[config.mk]
export PLATFORM = sky130hd
export DESIGN_NAME = ram_access_ctrl_flat
export DESIGN_NICKNAME = d
export VERILOG_FILES = /design/src/rtl/ram_access_ctrl_if.sv /design/src/rtl/ram_access_ctrl.sv /design/src/flat_wrapper.sv
export SDC_FILE = /design/constraint.sdc
export NUM_CORES = 1
export LEC_CHECK = 0
export CORE_ASPECT_RATIO = 0.9
export CORE_UTILIZATION = 30
export DETAILED_ROUTE_END_ITERATION = 7
export GPL_TIMING_DRIVEN = 0
export RECOVER_POWER = 50
export SYNTH_ARGS = -nofsm -noshare
export SYNTH_HDL_FRONTEND = slang
export SYNTH_SLANG_ARGS = --single-unit
[constraint.sdc]
create_clock -name clk -period 3.05 [get_ports clk]
set_clock_uncertainty 0.15 [all_clocks]
set_input_delay 0.4575 -clock clk [delete_from_list [all_inputs] [get_ports clk]]
set_output_delay 0.4575 -clock clk [all_outputs]
set_load 0.05 [all_outputs]
[src/rtl/ram_access_ctrl_if.sv]
// ram_access_ctrl_if: request/response handshake and memory port bundle
//   req_*  : single-beat write/read request (valid/ready)
//   rsp_*  : read response (valid/ready)
//   ram_*  : synchronous memory port, read data valid the cycle after ram_re
//   slave  : controller view; master : requester/memory view
interface ram_access_ctrl_if #(
  parameter int DATA_W = 2,
  parameter int ADDR_W = 2
);
  logic              req_valid;
  logic              req_ready;
  logic              req_wr;
  logic [ADDR_W-1:0] req_addr;
  logic [DATA_W-1:0] req_wdata;
  logic              rsp_valid;
  logic              rsp_ready;
  logic [DATA_W-1:0] rsp_rdata;
  logic [ADDR_W-1:0] ram_addr;
  logic [DATA_W-1:0] ram_wdata;
  logic              ram_we;
  logic              ram_re;
  logic [DATA_W-1:0] ram_rdata;
  modport slave (
    input  req_valid, req_wr, req_addr, req_wdata, rsp_ready, ram_rdata,
    output req_ready, rsp_valid, rsp_rdata, ram_addr, ram_wdata, ram_we, ram_re
  );
  modport master (
    output req_valid, req_wr, req_addr, req_wdata, rsp_ready, ram_rdata,
    input  req_ready, rsp_valid, rsp_rdata, ram_addr, ram_wdata, ram_we, ram_re
  );
endinterface

[src/rtl/ram_access_ctrl.sv]
// ram_access_ctrl: one-at-a-time request sequencer owning a synchronous memory port
//   clk, rst       : clock, asynchronous active-high reset
//   bus (slave)    : request, response and memory signals
//   wr_cnt, rd_cnt : completed writes / handed-off reads, wrapping
module ram_access_ctrl #(
  parameter int DATA_W = 2,
  parameter int ADDR_W = 2,
  parameter int CNT_W  = 8
) (
  input  logic               clk,
  input  logic               rst,
  ram_access_ctrl_if.slave   bus,
  output logic [CNT_W-1:0]   wr_cnt,
  output logic [CNT_W-1:0]   rd_cnt
);
  typedef enum logic [2:0] {IDLE, WRITE, RD_ISSUE, RD_WAIT, RESP} state_t;
  state_t            state, state_n;
  logic              accept, done, we, re, rsp_valid;
  logic [ADDR_W-1:0] addr;
  logic [DATA_W-1:0] wdata, rdata;
  // ready is a pure decode of the registered state, never of req_valid
  assign bus.req_ready = state == IDLE && !rst;
  assign accept        = bus.req_valid && bus.req_ready;
  assign done          = state == RESP && bus.rsp_ready;
  assign bus.ram_addr  = addr;
  assign bus.ram_wdata = wdata;
  assign bus.ram_we    = we;
  assign bus.ram_re    = re;
  assign bus.rsp_valid = rsp_valid;
  assign bus.rsp_rdata = rdata;
  always_ff @(posedge clk or posedge rst)
    if (rst) state <= IDLE;
    else state <= state_n;
  always_comb begin
    state_n = state;
    case (state)
      IDLE:     state_n = accept ? (bus.req_wr ? WRITE : RD_ISSUE) : IDLE;
      WRITE:    state_n = IDLE;
      RD_ISSUE: state_n = RD_WAIT;
      RD_WAIT:  state_n = RESP;
      RESP:     state_n = done ? IDLE : RESP;
      default:  state_n = IDLE;
    endcase
  end
  // strobes are high exactly for the WRITE / RD_ISSUE cycle following accept
  always_ff @(posedge clk or posedge rst)
    if (rst) begin
      we        <= 1'b0;
      re        <= 1'b0;
      addr      <= '0;
      wdata     <= '0;
      rdata     <= '0;
      rsp_valid <= 1'b0;
      wr_cnt    <= '0;
      rd_cnt    <= '0;
    end else begin
      we        <= accept && bus.req_wr;
      re        <= accept && !bus.req_wr;
      addr      <= accept ? bus.req_addr : addr;
      wdata     <= accept && bus.req_wr ? bus.req_wdata : wdata;
      rdata     <= state == RD_WAIT ? bus.ram_rdata : rdata;
      rsp_valid <= state == RD_WAIT || (rsp_valid && !done);
      wr_cnt    <= wr_cnt + CNT_W'(state == WRITE);
      rd_cnt    <= rd_cnt + CNT_W'(done);
    end
endmodule
[src/flat_wrapper.sv]
// flat-port wrapper written by rule: the top's interface ports become plain ports
module ram_access_ctrl_flat 
#(
  parameter int DATA_W = 2,
  parameter int ADDR_W = 2,
  parameter int CNT_W  = 8
)
  (clk, rst, wr_cnt, rd_cnt, bus_req_valid, bus_req_wr, bus_req_addr, bus_req_wdata, bus_rsp_ready, bus_ram_rdata, bus_req_ready, bus_rsp_valid, bus_rsp_rdata, bus_ram_addr, bus_ram_wdata, bus_ram_we, bus_ram_re);
  ram_access_ctrl_if #(.DATA_W(DATA_W), .ADDR_W(ADDR_W)) bus_i ();
  input  logic clk;
  input  logic rst;
  output logic [CNT_W-1:0] wr_cnt;
  output logic [CNT_W-1:0] rd_cnt;
  input wire logic [$bits(bus_i.req_valid)-1:0] bus_req_valid;
  input wire logic [$bits(bus_i.req_wr)-1:0] bus_req_wr;
  input wire logic [$bits(bus_i.req_addr)-1:0] bus_req_addr;
  input wire logic [$bits(bus_i.req_wdata)-1:0] bus_req_wdata;
  input wire logic [$bits(bus_i.rsp_ready)-1:0] bus_rsp_ready;
  input wire logic [$bits(bus_i.ram_rdata)-1:0] bus_ram_rdata;
  output wire logic [$bits(bus_i.req_ready)-1:0] bus_req_ready;
  output wire logic [$bits(bus_i.rsp_valid)-1:0] bus_rsp_valid;
  output wire logic [$bits(bus_i.rsp_rdata)-1:0] bus_rsp_rdata;
  output wire logic [$bits(bus_i.ram_addr)-1:0] bus_ram_addr;
  output wire logic [$bits(bus_i.ram_wdata)-1:0] bus_ram_wdata;
  output wire logic [$bits(bus_i.ram_we)-1:0] bus_ram_we;
  output wire logic [$bits(bus_i.ram_re)-1:0] bus_ram_re;
  assign bus_i.req_valid = bus_req_valid;
  assign bus_i.req_wr = bus_req_wr;
  assign bus_i.req_addr = bus_req_addr;
  assign bus_i.req_wdata = bus_req_wdata;
  assign bus_i.rsp_ready = bus_rsp_ready;
  assign bus_i.ram_rdata = bus_ram_rdata;
  assign bus_req_ready = bus_i.req_ready;
  assign bus_rsp_valid = bus_i.rsp_valid;
  assign bus_rsp_rdata = bus_i.rsp_rdata;
  assign bus_ram_addr = bus_i.ram_addr;
  assign bus_ram_wdata = bus_i.ram_wdata;
  assign bus_ram_we = bus_i.ram_we;
  assign bus_ram_re = bus_i.ram_re;
  ram_access_ctrl #(.DATA_W(DATA_W), .ADDR_W(ADDR_W), .CNT_W(CNT_W)) u_core (.clk(clk), .rst(rst), .bus(bus_i), .wr_cnt(wr_cnt), .rd_cnt(rd_cnt));
endmodule
=== Yosys cells after proc, flatten, opt, wreduce, memory -nomap -nowiden ===
Cells that the tools add are included.

* Add/sub/neg operators: 2
* $mul: 0
* Div/mod/pow operators: 0
* $lt $le $gt $ge: 0
* Equal/unequal tests: 4
* Shifts and indexed selects: 0
* Multiplexer cells: 4
* Bitwise logic cells: 0
* Reductions and logical operators: 11

{| class="wikitable"
|+ Operator list
! cell !! count
|-
| 8-bit by 1-bit adder with 8-bit output || 2
|-
| 3-bit case mux with 4 select lines || 1
|-
| 3-bit by 2-bit equality test with 1-bit output (second input constant) || 2
|-
| 1-bit logical AND || 6
|-
| 3-bit 2-to-1 mux || 2
|-
| 3-bit by 1-bit equality test with 1-bit output (second input constant) || 1
|-
| 3-bit equality test (second input constant) || 1
|-
| 1-bit zero test || 3
|-
| 3-bit zero test || 1
|-
| 2-bit 2-to-1 mux || 1
|-
| 1-bit logical OR || 1
|}

* Flip-flop bits (word level): 28
* Latch bits: 0
* RAM bits: 0
* Bits in read-only memories: 0
* Input port bits: 11
* Output and inout bits: 26
* Word-level logic and storage cells: 30
* Memories kept: 0

=== Logic depth before layout (Yosys ltp) ===
Gate-level depths: netlist of run 1.

* Depth in word-level cells: 5
* Gate-level depth with buffers: 6
* Mapped depth without buffers: 6

=== Worst setup path after synthesis of run 1 ===
No wires, ideal clock.

* Path kind: register to register
* From: register u_core.state[2]
* To: register u_core.wdata[0], in the netlist u_core.bus.ram_wdata[0]
* Arrival: 1.794 ns
* Data required time: 2.775 ns
* Setup slack: 0.981 ns
* Cell stages (with the launch flop): 5
* Buffers on the path: 1
* Period minus slack after synthesis: 2.069 ns
* Cell sequence: dfrtp_1 > nor4_4 > and3_1 > buf_6 > mux2_4

* Cells in the longest elaborated chain, start to end: 4

{| class="wikitable"
|+ RTL lines
! element !! RTL line !! text
|-
| start: declaration || ram_access_ctrl.sv:17 || <nowiki>state_t state, state_n;</nowiki>
|-
| start signal: assignment || ram_access_ctrl.sv:33 || <nowiki>else state <= state_n;</nowiki>
|-
| 3-bit zero test || ram_access_ctrl.sv:22 || <nowiki>assign bus.req_ready = state == IDLE && !rst;</nowiki>
|-
| 1-bit logical AND || ram_access_ctrl.sv:22 ||
|-
| named net bus_req_ready || flat_wrapper.sv:20 || <nowiki>output wire logic [$bits(bus_i.req_ready)-1:0] bus_req_ready;</nowiki>
|-
| 1-bit logical AND || ram_access_ctrl.sv:23 || <nowiki>assign accept = bus.req_valid && bus.req_ready;</nowiki>
|-
| 1-bit logical AND || ram_access_ctrl.sv:60 || <nowiki>wdata <= accept && bus.req_wr ? bus.req_wdata : wdata;</nowiki>
|-
| end signal: assignment || ram_access_ctrl.sv:60 ||
|-
| end: declaration || ram_access_ctrl.sv:20 || <nowiki>logic [DATA_W-1:0] wdata, rdata;</nowiki>
|}

The timed path passes the listed nets, and every way through them passes these cells.
A chain may end at the register's enable or synchronous reset.

=== Worst setup path in the final report of run 1 ===
* From: input port rst
* To: output port bus_req_ready

* Cells in the longest elaborated chain, start to end: 2

{| class="wikitable"
|+ RTL lines
! element !! RTL line !! text
|-
| start: declaration || flat_wrapper.sv:11 || <nowiki>input logic rst;</nowiki>
|-
| 1-bit zero test || ram_access_ctrl.sv:22 ||
|-
| 1-bit logical AND || ram_access_ctrl.sv:22 ||
|-
| end: declaration || flat_wrapper.sv:20 ||
|}

No other way between the ends.

==> flow_summary.ini, run 1 <==
[outcome]
status = complete, no violations

[floorplanning]
io_pins = 37
start_util_pct = 32.48
die_w_um = 66.69
std_cell_rows = 20
coreArea_um2 = 3478
die-area_um2 = 4016
die_h_um = 60.22

[synthesis]
synth_warnings = 0
synthMuxAreaShare_pct = 6.645
synth_compound_area_share_pct = 2.658
synth-seq-cells = 28
syn_inst = 82
avgSynthCellArea_um2 = 13.78
synth_sequential_area_ratio_pct = 62.02
yosys.area_share.xor_xnor_pct = 9.302
synth_area_leaders = dfrtp_1, xnor2_1, ha_1, nand3_1, mux2_2
yosysUniqueCellTypes = 20
yosys.area_share.adder_pct = 4.430
synth_top_cell_by_area = dfrtp_1
synth_top_family_by_area = simple AND/OR/NAND/NOR gates
synth_top_area_share_pct = 62.02
synth_nets = 97
yosys.area_share.simple_pct = 13.62
synth_area_um2 = 1130

[global_routing]
antenna_found_initial = 0
grt_max_degree = 29
grtUsageTotal_pct = 11.22
grt_pass1_wl_um = 3408
overflow = 0
grt_pass1_vias = 747

[route]
ant_nets = 0
maxUsedRoutingLayer = met3
drt_iter0_drc = 9
post_drt_wl_per_cell_um = 11.90
vias = 753
drcViolationCount = 0
route.met2.wl_um = 949
dr.pass1.iters = 4
vias_per_cell = 4.536
routed_wl_um = 1975
wl_met1_um = 908
wl_met3_um = 117

[placed_design]
io_buffer_count = 36
place_area_um2 = 1545
place_congestion = 0.7224
place_hpwl_um = 1491
dp.cells = 162
pre_cts_ws_ns = 0.4815

[cells_and_area]
area_growth_pct = 38.98
fin_area_um2 = 1570
n_antenna_cell = 0
nNetsFinal = 138
final_cell_count_no_fill = 166
drive_gt1_share_pct = 8.197
final_util_pct = 45.14

[clock_network]
clock-sinks = 28
worstSkewPairLatency_ns = 0.27
numCtsBuffers = 3
tritoncts = done
cts_buffer_depth = 2
cts_hold_buf = 0
clk_root_buffer_cell = clkbuf_8
postCtsSetupRepairBufs = 0
cts_resized = 0
clk_pin_slew_ns = 0.09
htreeDepth = 1

[critical_path]
worstPathCellList = clkdlybuf4s50_1 -> nor4_1 -> clkdlybuf4s50_1
crit_type = primary input to output pin
critPathLaunchType = primary input
crit_fanout = 3
cpMostUsedCell = clkdlybuf4s50_1
crit_arrival_ns = 2.15
critPathRequiredTime_ns = 2.44
crit_slowest_cell = clkdlybuf4s50_1
cpPeakStageDelay_ns = 0.90
crit_path_end_kind = output pin

[sta]
fmax_ghz = 0.3626
setup_viol_count_final = 0
tightestPinTransition_ns = 1.058
tns_ns = 0
grt_setup_unrepaired = false
layout_setup_ws_ns = 0.2924
slew_headroom_pct = 29.39
hold_viol = 0
post-route-min-period_ns = 2.758
final-max-slew-violation-count = 0
fin_crit_sh_pct = 90.41

[worst_hold_path]
min_path_type = flop to flop

[power_and_ir_drop]
vdd_drop_max_v = 0.0006407
p_per_area_nw_per_um2 = 966.4
p_leak_uw = 0.0007004

[flow_run]
timing.max_cap.violations = 0
-- placed cells by master (no fill, tap or decap) --
master / count
nand3b_1: 1
a21oi_1: 2
nand3_1: 10
nand2_1: 2
dlygate4sd3_1: 1
xnor2_1: 10
inv_1: 1
or3b_2: 1
o21ai_0: 2
xor2_1: 2
clkdlybuf4s50_1: 35
nor2_1: 2
ha_1: 4
mux2_1: 2
mux2_2: 4
clkbuf_1: 1
nor4_1: 1
nand2b_1: 1
clkbuf_8: 4
and3_1: 6
dfrtp_1: 28
a21bo_2: 1
nor3b_1: 1
-- cell usage after synthesis --
cell	count
inv_1	1
xor2_1	2
mux2_4	2
ha_1	4
and3_1	6
a21bo_2	1
nand3b_1	1
dfrtp_1	28
nand2b_1	1
xnor2_1	10
nor4_4	1
nand3_1	10
nor3b_1	1
mux2_2	4
nand2_1	2
or3b_2	1
buf_6	1
a21oi_1	2
o21ai_0	2
nor2_1	2
-- per-layer routing --
| layer | track usage [%] | up-vias |
|---|---|---|
| met5 | 0 | - |
| li1 | - | 364 |
| met1 | 13.91 | 366 |
| met2 | 19.62 | 23 |
| met4 | 0 | 0 |
| met3 | 4.389 | 0 |
-- critical path, delay by kind of cell --
| family | cells | cell delay [ns] |
|---|---|---|
| buffers and inverters | 2 | 1.32 |
| and+or+nand+nor | 1 | 0.38 |
-- power breakdown --
group,total [µW],internal (µW),switching (µW)
clock,222,115,107
combinational,724,258,466
sequential,572,480,91.7
total,1520,853,664
-- cells by family (layout without fill, tap and decap cells) --
logic type | Yosys count | count (layout)
multiplexers | 6 | 6
flip-flops | 28 | 28
buffers and inverters | 2 | 42
XOR/XNOR | 12 | 12
AO/OA/AOI/OAI | 5 | 5
AND/OR/NAND/NOR | 25 | 25
adder cells (fa/ha/maj) | 4 | 4
-- final timing paths --
kind	startpoint	endpoint	slack, ns	cells after the start
setup / recovery	rst	bus_req_ready	0.29	3
hold / removal	u_core.wr_cnt[7]$_DFF_PP0_	u_core.wr_cnt[7]$_DFF_PP0_	0.32	1
setup reg to reg	u_core.state[2]$_DFF_PP0_	u_core.bus.ram_wdata[0]$_DFFE_PP0P_	1.10	4
hold reg to reg	u_core.wr_cnt[7]$_DFF_PP0_	u_core.wr_cnt[7]$_DFF_PP0_	0.32	1
max in group asynchronous	rst	u_core.bus.ram_wdata[1]$_DFFE_PP0P_	1.49	2
min in group asynchronous	rst	u_core.state[2]$_DFF_PP0_	0.63	2
-- stage by stage --
stage	total power, µW	hold slack (ns)
finish	1518	0.3215
global route	1603	0.3415
CTS	1572	0.3342
detailed placement	1338	0.3204
global placement	1323	0.3104
floorplan	1077	0.3729
-- area by class of cell --
cell class | count | area, µm²
Fill cell | 327 | 1908
Sequential cell | 28 | 700.7
Multi-Input combinational cell | 52 | 391.6
Timing Repair Buffer | 36 | 360.3
Clock buffer | 4 | 55.05
Tap cell | 44 | 55.05
Buffer | 1 | 3.754
Inverter | 1 | 3.754
-- sequential cells by signal, summed over array words and instances (netlist names) --
name                  cells
u_core.rd_cnt             8
u_core.wr_cnt             8
u_core.bus.ram_addr       2
u_core.bus.rsp_rdata      2
u_core.bus.ram_we         1
u_core.bus.rsp_valid      1
u_core.bus.ram_re         1
u_core.bus.ram_wdata      2
u_core.state              3
(Power assumes the default switching activity.)
==> run 2: changes to the inputs <==
--- a/config.mk
+++ b/config.mk
@@ -9,6 +9,7 @@
 export CORE_UTILIZATION = 30
 export DETAILED_ROUTE_END_ITERATION = 7
 export GPL_TIMING_DRIVEN = 0
+export HOLD_SLACK_MARGIN = 0.02
 export RECOVER_POWER = 50
 export SYNTH_ARGS = -nofsm -noshare
 export SYNTH_HDL_FRONTEND = slang
==> results of run 2 <==
No change in the layout: final DEF, timing and power equal those of run 1.
==> run 3: changes to the inputs <==
==> constraint.sdc (replaced) <==
create_clock -name clk -period 3.05 [get_ports clk]
set_clock_uncertainty 0.15 [all_clocks]
set_input_delay 0.4575 -clock clk [delete_from_list [all_inputs] [get_ports clk]]
set_output_delay 0.4575 -clock clk [all_outputs]
set_load 0.005 [all_outputs]
==> flow_summary.ini, run 3 (synthesis results as in run 1) <==
[critical_path]
critPathRequiredTime_ns = 2.44
worstPathCellList = dlygate4sd3_1 -> nor4_1 -> clkdlybuf4s50_1
crit_type = primary input to output pin
crit_arrival_ns = 1.98
path_buf_inv = 2
crit_fanout = 3
crit_path_end_kind = output pin
r2r_start = u_core.state[2]$_DFF_PP0_
cp-startpoint = rst
reg2reg_depth = 4
ff2ff_setup_slack_ns = 1.10
crit_slowest_cell = clkdlybuf4s50_1
crit_family = buffers and inverters
r2r-end = u_core.bus.ram_wdata[0]$_DFFE_PP0P_
critPathLaunchType = primary input
cpPeakStageDelay_ns = 0.60

[placed_design]
place_congestion = 0.7224
place_hpwl_um = 1491
io_buffer_count = 36
place_area_um2 = 1545

[clock_network]
htreeDepth = 1
cts_resized = 0
clk_root_buffer_cell = clkbuf_8
tritoncts = done
cts_hold_buf = 0
clk_pin_slew_ns = 0.09
numCtsBuffers = 3
postCtsSetupRepairBufs = 0
worstSkewPairLatency_ns = 0.27
clock-sinks = 28
cts_buffer_depth = 2

[power_and_ir_drop]
p_per_area_nw_per_um2 = 728.4
power_switching_uw = 313.2
swShare_pct = 27.38
vdd_drop_max_v = 0.0003896
intPower_uw = 830.6
p_comb_share_pct = 30.8
clkPwrFrac_pct = 19.4
p_leak_uw = 0.0007181
seqPwrFrac_pct = 49.8

[cells_and_area]
nFillCells = 327
n_antenna_cell = 0
nNetsFinal = 138
mostFrequentLayoutCells = dfrtp_1, clkdlybuf4s50_1, dlygate4sd3_1
final_common_cell = dfrtp_1
final_util_pct = 45.14
fin_area_um2 = 1570
drive_gt1_share_pct = 8.197
area_growth_pct = 38.98
top_regs = u_core.rd_cnt: 8 flops, u_core.wr_cnt: 8 flops, u_core.state: 3 flops

[route]
routed_wl_um = 1970
vias_per_cell = 4.518
drt_iter0_drc = 7
vias = 750
drcViolationCount = 0
post_drt_wl_per_cell_um = 11.87
ant_nets = 0
dr.pass1.iters = 4

[sta]
grt_setup_unrepaired = false
slew_headroom_pct = 29.13
hold_viol = 0
post-route-min-period_ns = 2.589
tns_ns = 0
tightestPinTransition_ns = 1.062
setup_viol_count_final = 0
fin_crit_sh_pct = 84.88
fmax_ghz = 0.3863
final-max-slew-violation-count = 0

[worst_hold_path]
holdCritStartpoint = u_core.wr_cnt[7]$_DFF_PP0_
min_to = u_core.wr_cnt[7]$_DFF_PP0_
hold_depth = 1
min_path_type = flop to flop

[floorplanning]
die-area_um2 = 4016
coreArea_um2 = 3478
std_cell_rows = 20
die_w_um = 66.69
die_h_um = 60.22
io_pins = 37
start_util_pct = 32.48

[global_routing]
grtUsageTotal_pct = 11.22
antenna_found_initial = 0
grt_pass1_vias = 747
grt_pass1_wl_um = 3408
overflow = 0
grt_max_degree = 29

[flow_run]
timing.max_cap.violations = 0

[outcome]
status = complete, no violations
-- run 3: worst max path at each step --
stage / end / slack (ns) / cells past startpoint
6_report: bus_req_ready / 0.46 / 3
5_1_grt: bus_req_ready / 0.40 / 3
4_1_cts: bus_req_ready / 0.76 / 3
3_5_place_dp: bus_req_ready / 0.78 / 3
3_3_place_gp: bus_req_ready / 0.75 / 3
2_1_floorplan: u_core.rd_cnt[4]$_DFF_PP0_ / 1.43 / 6
-- run 3: power groups by stage --
stage	Combinational [µW]	Clock, µW	Sequential [µW]
after floorplan	153	0	581
after global placement	395	0	579
after detailed placement	401	0	588
after CTS	405	238	580
after global routing	391	250	590
final	353	222	569
-- run 3: area by class of cell --
cell class,instances,area [µm²],share of cell area (%)
plain buffers,1,3.754,0.2390
inverters,1,3.754,0.2390
repair buffers,36,360.3,22.95
clock buffers,4,55.05,3.506
flip-flops and latches,28,700.7,44.62
well taps,44,55.05,3.506
multi-input cells,52,391.6,24.94
-- run 3: through the flow --
stage | hold WS [ns] | setup WS [ns] | power [µW] | std cells
final | 0.3165 | 0.4613 | 1144 | 166
after global routing | 0.3372 | 0.3952 | 1230 | 166
after CTS | 0.3342 | 0.7620 | 1223 | 166
after detailed placement | 0.3204 | 0.7840 | 988.7 | 162
after global placement | 0.3104 | 0.7509 | 974.1 | 162
after floorplan | 0.3183 | 1.430 | 733.6 | 82
-- run 3: layer usage --
| layer | GRT usage, % | vias up | share of wire [%] |
|---|---|---|---|
| li1 | - | 363 | - |
| met1 | 13.91 | 364 | 46 |
| met2 | 19.62 | 23 | 48 |
| met3 | 4.389 | 0 | 5.9 |
| met4 | 0 | 0 | 0 |
| met5 | 0 | - | 0 |
==> patch 1, RTL diff (flow settings as in run 1) <==
Make the reset (`rst`) synchronous in 2 clocked blocks. Comments in the files are not updated.
--- a/src/rtl/ram_access_ctrl.sv
+++ b/src/rtl/ram_access_ctrl.sv
@@ -30,3 +30,3 @@
   assign bus.rsp_rdata = rdata;
-  always_ff @(posedge clk or posedge rst)
+  always_ff @(posedge clk)
     if (rst) state <= IDLE;
@@ -45,3 +45,3 @@
   // strobes are high exactly for the WRITE / RD_ISSUE cycle following accept
-  always_ff @(posedge clk or posedge rst)
+  always_ff @(posedge clk)
     if (rst) begin
Function: differs if rst is asserted again (counterexample within 4 cycles, from zero or initial values and one cycle with rst high); with rst held inactive, the same outputs for 10 cycles.
==> patch 1 against run 1 <==
Non-clock buffer count grew 3. Worst setup slack lost 0.18 ns. Die area grew 1.4%. Sequential cell count is the same. Synthesized area grew 1.4%. Routed wire length grew 25%. Sequential share of layout area shrank 9.5 points. Final area grew 1.6%. Highest routed layer is now met4.
Power is not compared: it rests on default switching activity, and its combinational part moved more than twofold at a synthesized area within 25%.
==> patch 1: results (changes against run 1) <==
run status: completed
Netlist cell types: 33 (+65%)
vias in the first global route: 931 (+25%)
final weighted congestion in routability-driven placement: 0.7214 (-0.14%)
launching element of the worst setup path: rst
register-to-register setup slack: 1.18 ns (+0.08 ns)
share of flip-flops with an asynchronous set or reset after synthesis: 0 (-1.000)
cell total after placement: 200 (+23%)
top cells by instance count after synthesis: 28 x dfxtp_1, 14 x nor2_1, 9 x a21oi_1, 8 x nand3_1, 7 x nor2b_1
endpoints failing setup: 0 (unchanged)
deepest level of the CTS H-tree: 1 (unchanged)
post-DR vias/cell: 4.798 (+5.8%)
overall routing resource usage: 0.1319 (+0.01972)
maximum capacitance violations: 0 (unchanged)
global-route wire length before repair: 4022 um (+18%)
fillers: 359 (+9.8%)
synthesized net count: 135 (+39%)
largest cells by area after synthesis: dfxtp_1 49%, nor2_1 4.6%, ha_1 4.4%
Final nets: 176 (+28%)
Hold/Removal Path Class: reg2reg
quantity of gates resized following cts: 0 (unchanged)
average instance area after synthesis: 9.551 sq um (-31%)
Cell Count, Final, Fillers Out: 203 (+22%)
highest ir drop seen on vdd: 0.0001808 V
data arrival time of the worst path: 2.33 ns (+0.18 ns)
slew of the pin with the lowest slew margin: 0.5238 ns (-0.5342 ns)
fraction of layout instances using a drive strength above 1: 0.05660 (-0.02536)
Critical Path Fanout Max: 4 (+1)
startpoint of the worst-slack reg-to-reg timing path: u_core.state[1]
share of the yosys chip area belonging to registers: 0.4891 (-0.1311)
worst r2r path cells: 8 (+4)
total half-perimeter wirelength after legalization and detailed placement: 1871 um (+26%)
pin count of the biggest net entering global routing: 15 (-48%)
iteration-0 DRC count of the detailed router: 30 (+21)
router iterations before antenna repair: 3 (-1)
critical register-to-register path endpoint: u_core.rd_cnt[6]
wire per inst: 12.21 um (+2.6%)
-- patch 1: kinds of logic after synthesis --
| kind of cell | synth area share |
|---|---|
| and+or+nand+nor | 0.2380 |
| adders and majority gates | 0.04367 |
| AOI/OAI and AO/OA | 0.09607 |
| buffers and inverters | 0.03384 |
| xor gates and xnor gates | 0.04585 |
| DFF | 0.4891 |
| muxes | 0.05349 |
-- patch 1: final cells by class --
type	instances	area [sq um]	share of cell area
Timing Repair Buffer	36	360.3	0.2259
Clock buffer	3	41.29	0.02588
Sequential cell	28	560.5	0.3514
Tap cell	44	55.05	0.03451
Multi-Input combinational cell	84	539.3	0.3380
Inverter	4	16.27	0.01020
Buffer	4	22.52	0.01412
-- patch 1: worst min-delay path by stage --
| stage | end | startpoint | cells past startpoint | slack [ns] |
|---|---|---|---|---|
| after floorplan | u_core.state[1] | u_core.state[2] | 1 | 0.36 |
| after global placement | u_core.bus.ram_wdata[1] | u_core.bus.ram_wdata[1] | 2 | 0.32 |
| after detailed placement | u_core.bus.ram_wdata[1] | u_core.bus.ram_wdata[1] | 2 | 0.33 |
| after CTS | u_core.bus.ram_wdata[0] | u_core.bus.ram_wdata[0] | 2 | 0.35 |
| after global routing | u_core.bus.ram_wdata[1] | u_core.bus.ram_wdata[1] | 2 | 0.36 |
| final | u_core.bus.ram_wdata[1] | u_core.bus.ram_wdata[1] | 2 | 0.34 |
-- patch 1: power by group --
group | total (W) | switching, W | internal, W
Sequential | 0.000380 | 0.00000594 | 0.000374
Clock | 0.000195 | 0.000107 | 0.0000885
Combinational | 0.0000929 | 0.0000550 | 0.0000379
Total | 0.000668 | 0.000167 | 0.000501
-- patch 1: critical path, stage by stage --
cell	delay (ns)
clkdlybuf4s50_1	0.44
or4_1	0.50
clkinv_2	0.12
clkdlybuf4s50_1	0.80
-- patch 1: per-stage QoR --
step / setup slack, ns / instance area (sq um) / total power (W) / hold WS, ns
floorplan: 1.273 / 1146 / 0.0004467 / 0.3589
detailed placement: 0.1670 / 1562 / 0.0004851 / 0.3318
finish: 0.1165 / 1595 / 0.0006681 / 0.3361
global placement: 0.1697 / 1562 / 0.0004834 / 0.3170
CTS: 0.1660 / 1603 / 0.0006835 / 0.3454
global route: 0.06366 / 1595 / 0.0007002 / 0.3582
-- patch 1: routing by layer --
layer,vias up,part of all wire,track usage
met5,-,0,0
met4,0,0.0028,0.04559
met3,2,0.057,0.03383
met2,23,0.46,0.2157
met1,451,0.47,0.1692
li1,498,-,-
==> patch 2, RTL diff (flow settings as in run 1) <==
Made on the original files. `DATA_W` is set to 2 in 3 places; all go to 4.
--- a/src/rtl/ram_access_ctrl_if.sv
+++ b/src/rtl/ram_access_ctrl_if.sv
@@ -6,3 +6,3 @@
 interface ram_access_ctrl_if #(
-  parameter int DATA_W = 2,
+  parameter int DATA_W = 4,
   parameter int ADDR_W = 2
--- a/src/rtl/ram_access_ctrl.sv
+++ b/src/rtl/ram_access_ctrl.sv
@@ -5,3 +5,3 @@
 module ram_access_ctrl #(
-  parameter int DATA_W = 2,
+  parameter int DATA_W = 4,
   parameter int ADDR_W = 2,
--- a/src/flat_wrapper.sv
+++ b/src/flat_wrapper.sv
@@ -3,3 +3,3 @@
 #(
-  parameter int DATA_W = 2,
+  parameter int DATA_W = 4,
   parameter int ADDR_W = 2,
Ports: changed (resized bus_ram_rdata, bus_ram_wdata, bus_req_wdata and bus_rsp_rdata); port bits go from 37 to 45. The function was not compared with the original's and may differ.
==> patch 2 against run 1 <==
The run now ends with design-rule violations left. Clock power rose by 77%. Sequential cell count rose by 4. Worst setup slack better by 0.050 ns. Synthesized area is 13% higher. Final area increased by 19%. Maximum frequency is 1.8% higher. Routed wire length up 20%. Total power increased by 31%.
==> patch 2: results (changes against run 1) <==
Critical Path Fanout Max: 3 (unchanged)
hold worst-path end: u_core.rd_cnt[7]
largest cells by area after synthesis: dfrtp_1 63%, xnor2_1 6.9%, mux2_2 5.3%
leakage power figure: 0.8371 nW (+20%)
startpoint of the worst-slack reg-to-reg timing path: u_core.state[2]
failing checks: design-rule violations
synthesized net count: 108 (+11%)
quantity of gates resized following cts: 0 (unchanged)
share of the yosys chip area belonging to registers: 0.6299 (+0.009766)
router iterations before antenna repair: 6 (+2)
number of antenna repair diodes: 0 (unchanged)
critical register-to-register path endpoint: u_core.bus.ram_wdata[3]
Worst-path clk slew: 0.07 ns (-0.02 ns)
global-route wire length before repair: 4084 um (+20%)
register-to-register setup slack: 1.16 ns (+0.06 ns)
data arrival time of the worst path: 2.10 ns (-0.05 ns)
overall routing resource usage: 0.1211 (+0.008955)
hold path startpoint: u_core.rd_cnt[7]
average instance area after synthesis: 14.28 sq um (+3.7%)
TritonCTS buffer count: 5 (+2)
Netlist cell types: 18 (-10%)
fraction of layout instances using a drive strength above 1: 0.1338 (+0.05184)
final weighted congestion in routability-driven placement: 0.6731 (-6.8%)
vias in the first global route: 882 (+18%)
top cells by instance count after synthesis: 32 x dfrtp_1, 10 x nand3_1, 10 x xnor2_1, 6 x and3_1, 6 x mux2_2
largest registers: u_core.rd_cnt (8), u_core.wr_cnt (8)
post-DR vias/cell: 4.463 (-1.6%)
Final nets: 160 (+16%)
deepest level of the CTS H-tree: 2 (+1)
wire per inst: 12.47 um (+4.8%)
number of antenna violations at the first check in global routing: 0 (unchanged)
pin count of the biggest net entering global routing: 33 (+14%)
port bufs: 44 (+22%)
total half-perimeter wirelength after legalization and detailed placement: 1749 um (+17%)
iteration-0 DRC count of the detailed router: 64 (+55)
Post-CTS Setup Bufs: 0 (unchanged)
share of flip-flops with an asynchronous set or reset after synthesis: 1.000 (unchanged)
run status: complete, but fails checks
number of design rule violations left after detail routing: 6 (+6)
Cell Count, Final, Fillers Out: 190 (+14%)
highest ir drop seen on vdd: 0.0008124 V (+27%)
cell total after placement: 181 (+12%)
slew of the pin with the lowest slew margin: 1.312 ns (+0.2536 ns)
patch 2: worst max-delay path by stage:
stage / cells after the start / slack (ns) / startpoint / endpoint
final: 3 / 0.34 / rst / bus_req_ready
after global routing: 3 / 0.29 / rst / bus_req_ready
after CTS: 3 / 0.44 / rst / bus_req_ready
after detailed placement: 3 / 0.47 / rst / bus_req_ready
after global placement: 3 / 0.46 / rst / bus_req_ready
after floorplan: 4 / 0.97 / u_core.state[2] / u_core.bus.ram_wdata[0]
patch 2: layout make-up:
cell class | instances | area (sq um)
clock buffers | 6 | 72.57
multi-input cells | 54 | 451.7
plain buffers | 1 | 3.754
flip-flops and latches | 32 | 800.8
well taps | 48 | 60.06
repair buffers | 45 | 444.2
clock inverters | 2 | 35.03
inverters | 2 | 7.507
fillers | 375 | 2198
patch 2: logic make-up after synthesis:
kind of cell    synth area share
flops                     0.6299
xor+xnor                 0.08268
fa+ha+maj                0.03937
simple gates              0.1211
compound gates           0.01181
mux                       0.1004
buf+inv                  0.01477
patch 2: critical path: stages:
cell	delay, ns
dlygate4sd3_1	0.59
nor4_4	0.20
clkdlybuf4s50_1	0.86
patch 2: metal layers:
metal / global-route usage / vias up / part of all wire
met5: 0 / - / 0
met4: 0.07500 / 0 / 0.026
met3: 0.04416 / 7 / 0.069
met2: 0.1820 / 31 / 0.47
met1: 0.1484 / 402 / 0.44
li1: - / 408 / -
patch 2: report_power, final:
part           internal, W  switching [W]
sequential        0.000561       0.000115
combinational     0.000343       0.000576
clock             0.000242       0.000149
total              0.00115       0.000841
patch 2: per-stage QoR:
step,cell area [sq um],worst slack [ns],hold WS (ns)
CTS,1879,0.4436,0.3265
global route,1876,0.2851,0.3559
finish,1876,0.3419,0.3194
global placement,1772,0.4625,0.3141
floorplan,1271,0.9712,0.3739
detailed placement,1772,0.4663,0.3149
